$ cat config.mk
export PLATFORM = sky130hd
export DESIGN_NAME = seq_pattern_detector
export DESIGN_NICKNAME = d
export VERILOG_FILES = /design/src/rtl/seq_pattern_detector_pkg.sv /design/src/rtl/seq_hit_counter.sv /design/src/rtl/seq_pattern_detector.sv
export SDC_FILE = /design/constraint.sdc
export NUM_CORES = 1
export LEC_CHECK = 0
export ABC_AREA = 1
export CORE_MARGIN = 2
export CORE_UTILIZATION = 55
export CTS_BUF_LIST = sky130_fd_sc_hd__clkbuf_4 sky130_fd_sc_hd__clkbuf_8
export CTS_CLUSTER_SIZE = 10
export DETAILED_ROUTE_END_ITERATION = 7
export PLACE_DENSITY = 0.81
export SLEW_MARGIN = 40
export SYNTH_ARGS = -nofsm -noshare
export SYNTH_HDL_FRONTEND = slang
export SYNTH_SLANG_ARGS = --single-unit
$ cat constraint.sdc
create_clock -name clk -period 3.3 [get_ports clk]
set_input_delay 0.825 -clock clk [delete_from_list [all_inputs] [get_ports clk]]
set_output_delay 0.825 -clock clk [all_outputs]
set_load 0.01 [all_outputs]
$ cat src/rtl/seq_pattern_detector_pkg.sv
// seq_pattern_detector_pkg: shared state encoding and default sizes for the pattern detector
package seq_pattern_detector_pkg;

    typedef enum logic [1:0] {
        IDLE  = 2'b00,
        ARMED = 2'b01,
        HIT   = 2'b10
    } state_t;

    localparam int DEF_MAX_LEN = 8;
    localparam int DEF_CNT_W   = 16;

endpackage

$ cat src/rtl/seq_hit_counter.sv
// seq_hit_counter: saturating match counter, clear takes effect before the increment
module seq_hit_counter #(
    parameter int W = 16
) (
    input  logic         clk,
    input  logic         reset,
    input  logic         clr_i,
    input  logic         inc_i,
    output logic [W-1:0] count_o
);

    logic [W-1:0] count_q, count_d;

    // clear-then-increment, holding at all-ones instead of wrapping
    always_comb count_d = clr_i ? W'(inc_i) : (inc_i && !(&count_q)) ? count_q + 1'b1 : count_q;

    // count register
    always_ff @(posedge clk) count_q <= reset ? '0 : count_d;

    assign count_o = count_q;

endmodule

$ cat src/rtl/seq_pattern_detector.sv
// seq_pattern_detector: run-time configurable Moore serial-pattern detector with hit counter;
// define SEQ_PATTERN_DETECTOR_STICKY_IRQ_EN to add the sticky irq/irq_clr pair
module seq_pattern_detector
    import seq_pattern_detector_pkg::*;
#(
    parameter int MAX_LEN = DEF_MAX_LEN,
    parameter int LEN_W   = $clog2(MAX_LEN + 1),
    parameter int CNT_W   = DEF_CNT_W
) (
    input  logic               clk,
    input  logic               reset,
    input  logic               in_valid,
    input  logic               in_bit,
    input  logic               cfg_load,
    input  logic [MAX_LEN-1:0] cfg_pattern,
    input  logic [LEN_W-1:0]   cfg_len,
    input  logic               cfg_overlap,
    input  logic               cnt_clr,
    output logic               out,
    output logic               armed,
    output logic               cfg_err,
    output logic [CNT_W-1:0]   hit_count
`ifdef SEQ_PATTERN_DETECTOR_STICKY_IRQ_EN
    ,
    input  logic               irq_clr,
    output logic               irq
`endif
);

    state_t             state_q, state_d;
    logic [MAX_LEN-1:0] hist_q, hist_d, pat_q, pat_d, mask, hist_n;
    logic [LEN_W-1:0]   fill_q, fill_d, len_q, len_d, fill_n;
    logic               ovl_q, ovl_d, err_q, err_d, load_ok, match;

    for (genvar k = 0; k < MAX_LEN; k++) begin : g_mask
        assign mask[k] = LEN_W'(k) < len_q;
    end

    assign load_ok = cfg_load && cfg_len != '0 && cfg_len <= LEN_W'(MAX_LEN);
    assign hist_n  = {hist_q[MAX_LEN-2:0], in_bit};
    assign fill_n  = (fill_q >= len_q) ? len_q : fill_q + 1'b1;
    assign match   = !cfg_load && in_valid && state_q != IDLE && fill_n == len_q
                     && ((hist_n ^ pat_q) & mask) == '0;

    // next-state: config load wins, otherwise shift the history while armed
    always_comb begin
        state_d = state_q;
        hist_d  = hist_q;
        fill_d  = fill_q;
        pat_d   = pat_q;
        len_d   = len_q;
        ovl_d   = ovl_q;
        err_d   = 1'b0;
        if (cfg_load) begin
            state_d = load_ok ? ARMED : IDLE;
            err_d   = !load_ok;
            if (load_ok) begin
                pat_d  = cfg_pattern;
                len_d  = cfg_len;
                ovl_d  = cfg_overlap;
                hist_d = '0;
                fill_d = '0;
            end
        end else if (state_q != IDLE) begin
            state_d = match ? HIT : ARMED;
            if (in_valid) begin
                hist_d = hist_n;
                fill_d = (match && !ovl_q) ? '0 : fill_n;
            end
        end
    end

    // state and configuration registers
    always_ff @(posedge clk) begin
        if (reset) begin
            state_q <= IDLE;
            hist_q  <= '0;
            fill_q  <= '0;
            pat_q   <= '0;
            len_q   <= '0;
            ovl_q   <= 1'b0;
            err_q   <= 1'b0;
        end else begin
            state_q <= state_d;
            hist_q  <= hist_d;
            fill_q  <= fill_d;
            pat_q   <= pat_d;
            len_q   <= len_d;
            ovl_q   <= ovl_d;
            err_q   <= err_d;
        end
    end

    seq_hit_counter #(.W(CNT_W)) u_cnt (
        .clk    (clk),
        .reset  (reset),
        .clr_i  (cnt_clr || load_ok),
        .inc_i  (match),
        .count_o(hit_count)
    );

    assign out     = state_q == HIT;
    assign armed   = state_q != IDLE;
    assign cfg_err = err_q;

`ifdef SEQ_PATTERN_DETECTOR_STICKY_IRQ_EN
    logic irq_q;

    // sticky interrupt: a match outranks a simultaneous clear, a new config clears it
    always_ff @(posedge clk) begin
        if (reset || load_ok)
            irq_q <= 1'b0;
        else if (match)
            irq_q <= 1'b1;
        else if (irq_clr)
            irq_q <= 1'b0;
    end

    assign irq = irq_q;
`endif

endmodule

==> results of run 1 <==
[area by class of cell]
class | count | area, µm² | share of cell area [%]
clock buffers | 5 | 68.8 | 2.32
clock inverters | 3 | 43.8 | 1.47
inverters | 46 | 173 | 5.81
multi-input cells | 257 | 1350 | 45.5
flip-flops and latches | 43 | 861 | 29.0
well taps | 52 | 65.1 | 2.19
repair buffers | 42 | 408 | 13.7
[flip-flops by register name, summed over array words and instances (netlist names)]
register,cells
cfg_err,1
hist_q,7
len_q,4
fill_q,4
ovl_q,1
u_cnt.count_o,16
state_q,2
pat_q,8
[cells in the final DEF, fill, tap and decap left out, drive strengths merged]
cell type      count
nand3b             3
clkbuf             5
a21boi             1
a221oi             1
nand4             20
buf                5
nand2             85
or2                4
bufinv             1
and2               1
o211ai             1
xnor2              3
nand3             21
xor2              13
a21oi             40
o21ai             21
nor3               7
inv               45
ha                 6
nor2              27
nor4               3
dfxtp             43
clkinv             3
clkdlybuf4s50     37
[cells in the mapped netlist]
library cell  count
nand2_2           2
o21ai_2           1
buf_1             1
nor2_4            1
clkbuf_1          6
inv_2             4
nor2_2            4
nor3_1            5
o21ai_1           1
or2_2             2
buf_6             1
nor4_1            3
a221oi_1          1
dfxtp_1          43
xnor2_1           3
a21oi_2           1
buf_2             3
inv_1            41
and2_1            1
nor2_1           22
xor2_1           13
clkinv_1          1
o21ai_0          19
ha_1              6
nor3_2            2
nand3_2           1
nand3_1          20
buf_4             3
nand2_1          83
or2_1             2
o211ai_1          1
nand3b_1          3
a21boi_2          1
a21oi_1          39
nand4_1          20
[worst max-delay path, delay by kind of cell, from the launching register on]
kind	cells	cell delay, ns
compound gates	3	0.80
buf+inv	2	0.28
flops	1	0.42
fa+ha+maj	1	0.30
simple gates	5	0.63
[routing by layer]
layer	vias to the layer above	track usage, %	share of wire, %	wire [µm]
met5	-	0	0	0
met4	0	6.71	1.0	59
met3	6	5.13	6.8	389
met2	83	39.8	46	2660
met1	1098	33.5	46	2630
li1	1260	-	-	-
[power groups by stage]
| stage | registers [mW] | clock network, mW | logic [mW] |
|---|---|---|---|
| 6_report | 0.545 | 0.420 | 0.172 |
| 5_1_grt | 0.547 | 0.448 | 0.195 |
| 4_1_cts | 0.545 | 0.421 | 0.171 |
| 3_5_place_dp | 0.557 | 0 | 0.170 |
| 3_3_place_gp | 0.557 | 0 | 0.167 |
| 2_1_floorplan | 0.555 | 0 | 0.118 |
[cell families after synthesis]
group,count (synthesis),share of synthesized area (%)
xor gates and xnor gates,16,5.70
buffers and inverters,60,10.1
adders and majority gates,6,3.05
AOI/OAI and AO/OA,64,13.8
and+or+nand+nor,171,32.3
DFF,43,35.0
[stage by stage]
stage / util, % / cell area, µm² / hold slack [ns]
4_1_cts: 68.7 / 2970 / 0.469
3_5_place_dp: 66.1 / 2860 / 0.457
3_3_place_gp: 66.1 / 2860 / 0.445
5_1_grt: 68.7 / 2970 / 0.502
6_report: 68.7 / 2970 / 0.467
2_1_floorplan: - / 2460 / 0.430
[worst paths after layout]
check	slack [ns]	cells after the start	end
max	0.80	11	u_cnt.count_o[14]
min	0.47	2	ovl_q
max reg2reg	0.80	11	u_cnt.count_o[14]
min reg2reg	0.47	2	ovl_q
==> results.md, run 1 <==
* Slew headroom at between 70 and 80%
* Num Clock Sinks at 43
* DRT iter0 DRCs at 289
* Via count at 2447
* Setup TNS at 0 ns
* Post-synthesis instance total at 360
* Number of unique standard cell types used by synthesis at 35
* CTS tree: done
* Die ar. at roughly 5000 µm²
* Flops & latches, synth at 43
* Reg clk slew, reported paths at 0.09 ns
* Worst skew pair latency at 0.31 ns
* CP max stage delay at 0.42 ns
* Final setup fails at 0
* Total GRT Usage at 24.6%
* Final nets at 420
* Pwr Total at about 1.1 mW
* Max-cap viol count at 0
* Switching part of the total at 27.3%
* Io pins at 38
* Postcts setup bufs at 0
* Power Density at 383 nW/µm²
* Sw power at 0.310 mW
* Max FO, Critical Path at 16
* Initial antenna violation count at 0
* Ant. Diodes at 0
* DP Wirelength at between 4000 and 5000 µm
* Total global routing overflow at 0
* Global-route wire length before repair at 10100 µm
* CTS root buf: clkbuf_8
* Kind of critical path: reg2reg
* WL final at 5740 µm
* Period Utilization, post-route at 75.8%
* Cell total after placement at 440
* CTS buffer count at 5
* Fin cells at 448
* Largest net degree at the start of global routing at 24
* Vias in the first global route at 2238
* Via-to-Cell Ratio at 5.46
* Row count at 24
* Fin crit period at ~2.5 ns
* Routed len/inst at ~13 µm
* Die Ht at between 70 and 80 µm
* Worst Setup Start Kind: flop
* Min-Delay Path Class: reg2reg
* Yosys warns at 0
* Sequential element share of the synthesized area at between 30% and 40%
* Post_cts resized at 0
* Area of the mapped netlist at between 2000 and 2500 µm²
* H-Tree Depth at 2
* CP cell instances: inv_2 > ha_1 > a21oi_2 > a21boi_2 > nand3_1 > nand2_1 > nor2_2 > buf_4 > nand3_2 > nand2_1 > a21oi_1
* Share of cells above drive strength 1 at 8.08%
* Max Fclk at 400 MHz
* Clock share of power at between 30% and 40%
* Setup crit start: len_q[3]
* RR Startpoint: len_q[3]
* Clock buffer depth at 2
* Max IR drop VDD at 0.000216 V
* Syn avg cell area at 6.83 µm²
* Reg power frac at 47.9%
* Syn nets at 385
* Post-route DRC violation count at 0
* Max-slew violation count at 0
* RSZ-0062 raised after global routing: no
* Fillers at around 380
* Final hold violations at 0
* Slew of the pin with the lowest slew margin at around 0.4 ns
* Combinational Power Share at 15.1%
* Die W at 70.9 µm
* P&R area growth vs syn at 20.8%
* Initial Utilization at between 50% and 60%
* Final ANT Viol Nets at 0
* Highest-delay cell along the critical path: dfxtp_1
* Nature of the critical path endpoint: flop
* Area leader, netlist: dfxtp_1
* Static Leakage at between 1 and 1.5 nW
* I/O Buffers at 37
* Internal at 0.827 mW
* CP arrival at between 2 and 3 ns
* CTS Hold Buffers Added at 0
* Pre-CTS setup slack at 0.519 ns
* Crit path top cell by count: nand2_1
* Routability congestion estimate from global placement at 0.913
* Area contributors post-synth: dfxtp_1, nand2_1, a21oi_1
* DRT Pass-1 Iters at 4
* Status: completed
* Final setup margin at ~0.80 ns
* Hold Crit Start: ovl_q
* Post-synth top area share at 35.0%
* Clk_skew at ~0.013 ns
* Required time of the critical path at 3.54 ns
* Area of the core at between 4000 and 5000 µm²
Note: power is estimated with default switching activity, not from simulation.
==> inputs of run 2 (changes only) <==
==> constraint.sdc (replaced) <==
create_clock -name clk -period 2.62 [get_ports clk]
set_input_delay 0.655 -clock clk [delete_from_list [all_inputs] [get_ports clk]]
set_output_delay 0.655 -clock clk [all_outputs]
set_load 0.01 [all_outputs]
==> run 2 against run 1 <==
Effect of this change:
- worst hold slack got worse by 0.0094 ns
- global-route usage fell by 0.63 points
- flip-flop and latch count did not move
- cell count fell by 0.22%
- clock power fell by 5.5%
- largest cell class unchanged
- highest routed layer unchanged
==> results.md, run 2 (synthesis gave the netlist of run 1 again) <==
* Total GRT Usage at 24.0% (-0.63 points)
* Hold path cells at 2 (unchanged)
* Required time of the critical path at 2.81 ns (-0.73 ns)
* Routed len/inst at 12.9 µm (+0.59%)
* Power Density at 441 nW/µm² (+15%)
* Die ar. at 5020 µm² (unchanged)
* Worst Setup Start Kind: flop
* Area of the core at 4320 µm² (unchanged)
* Most frequent cells in the layout: nand2_1, dfxtp_1, inv_1
* Via-to-Cell Ratio at 5.42 (-0.72%)
* Vias in the first global route at 2200 (-1.7%)
* CTS Hold Buffers Added at 0 (unchanged)
* WL final at 5760 µm (+0.37%)
* Clk_skew at 0.0130 ns (+0.000369 ns)
* Routability congestion estimate from global placement at 0.897 (-1.7%)
* Max FO, Critical Path at 16 (unchanged)
* Status: completed
* Initial antenna violation count at 0 (unchanged)
* Kind of critical path: reg2reg
* Cell total after placement at 441 (+0.23%)
* Row count at 24 (unchanged)
* Slew headroom at 72.6% (-0.51 points)
* Clock buffer depth at 2 (unchanged)
* Reg clk slew, reported paths at 0.09 ns (about the same)
* RSZ-0062 raised after global routing: no
* Slew of the pin with the lowest slew margin at 0.407 ns (+0.00617 ns)
* DRT Pass-1 Iters at 5 (+1)
* Max reg flops at 16 (unchanged)
* H-Tree Depth at 2 (unchanged)
* Ant. Diodes at 0 (unchanged)
* Max Fclk at 420 MHz (+5.1%)
* Die W at 70.9 µm (unchanged)
* I/O Buffers at 37 (unchanged)
* Largest net degree at the start of global routing at 24 (unchanged)
* Share of cells above drive strength 1 at 7.85% (-0.23 points)
* Layout Utilization at 68.1% (-0.55 points)
* Max-slew violation count at 0 (unchanged)
* Setup TNS at 0 ns (unchanged)
* Fin cells at 447 (-0.22%)
* CTS tree: done
* Initial Utilization at 56.9% (unchanged)
* Final nets at 421 (+0.24%)
* Pwr Total at 1.30 mW (+14%)
* Io pins at 38 (unchanged)
* Nature of the critical path endpoint: flop
* Fin Hold WS at 0.458 ns (-0.00938 ns)
* Total global routing overflow at 0 (unchanged)
* CTS buffer count at 5 (unchanged)
* CTS root buf: clkbuf_8
* CP arrival at 2.57 ns (-0.17 ns)
* Post-route DRC violation count at 0 (unchanged)
* Via count at 2424 (-0.94%)
* DP Wirelength at 4250 µm (+4.4%)
* Min-Delay Path Class: reg2reg
* Static Leakage at 1.12 nW (-1.5%)
* Die Ht at 70.9 µm (unchanged)
* Global-route wire length before repair at 9900 µm (-1.9%)
* Final setup fails at 0 (unchanged)
* R2R cell count at 10 (-1)
* P&R area growth vs syn at 19.8%
* Post_cts resized at 0 (unchanged)
* Period Utilization, post-route at 90.8% (+15 points)
* Most common cell after layout, fill and taps aside: nand2_1
* Fin crit period at 2.38 ns (-0.121 ns)
* Final hold violations at 0 (unchanged)
* Postcts setup bufs at 0 (unchanged)
* DRT iter0 DRCs at 174 (-40%)
* Final ANT Viol Nets at 0 (unchanged)
* Num Clock Sinks at 43 (unchanged)
* Worst skew pair latency at 0.30 ns (about the same)
* Max IR drop VDD at 0.000371 V (+71%)
* Max-cap viol count at 0 (unchanged)
-- run 2: metrics by stage --
step                      area (µm²)  worst slack (ns)
after floorplan                 2460             0.589
after global placement          2870             0.162
after detailed placement        2870            0.0906
after CTS                       2940             0.137
after global routing            2950            0.0231
final                           2950             0.240
-- run 2: cell type report --
| class | count | area, µm² |
|---|---|---|
| multi-input combinational | 257 | 1360 |
| clock buffer | 5 | 68.8 |
| fill | 387 | 1380 |
| timing repair buffer | 43 | 415 |
| clock inverter | 1 | 7.51 |
| tap | 52 | 65.1 |
| inverter | 46 | 173 |
| sequential | 43 | 861 |
-- run 2: worst max-delay path, cell delays in order, from the launching register on --
cell      delay, ns
dfxtp_1        0.42
inv_2          0.10
ha_1           0.31
a21oi_2        0.22
a21boi_2       0.40
nand3_1        0.12
nand2_1        0.13
nor2_4         0.11
and2_1         0.25
a21oi_1        0.16
nor2_1         0.06
-- run 2: report_power, final --
part,switching [mW],total (mW),internal (mW)
clock,0.219,0.397,0.177
combinational,0.134,0.217,0.0836
sequential,0.0147,0.687,0.672
-- run 2: worst paths after layout --
path / from / endpoint / slack (ns)
worst min-delay path: ovl_q / ovl_q / 0.46
worst max-delay path: len_q[3] / u_cnt.count_o[0] / 0.24
worst min register to register: ovl_q / ovl_q / 0.46
worst max register to register: len_q[3] / u_cnt.count_o[0] / 0.24
-- run 2: routing by layer --
metal,vias up,GRT usage (%),routed length [µm]
li1,1248,-,-
met3,6,4.99,380
met1,1095,33.2,2730
met5,-,0,0
met2,75,38.4,2590
met4,0,5.87,52
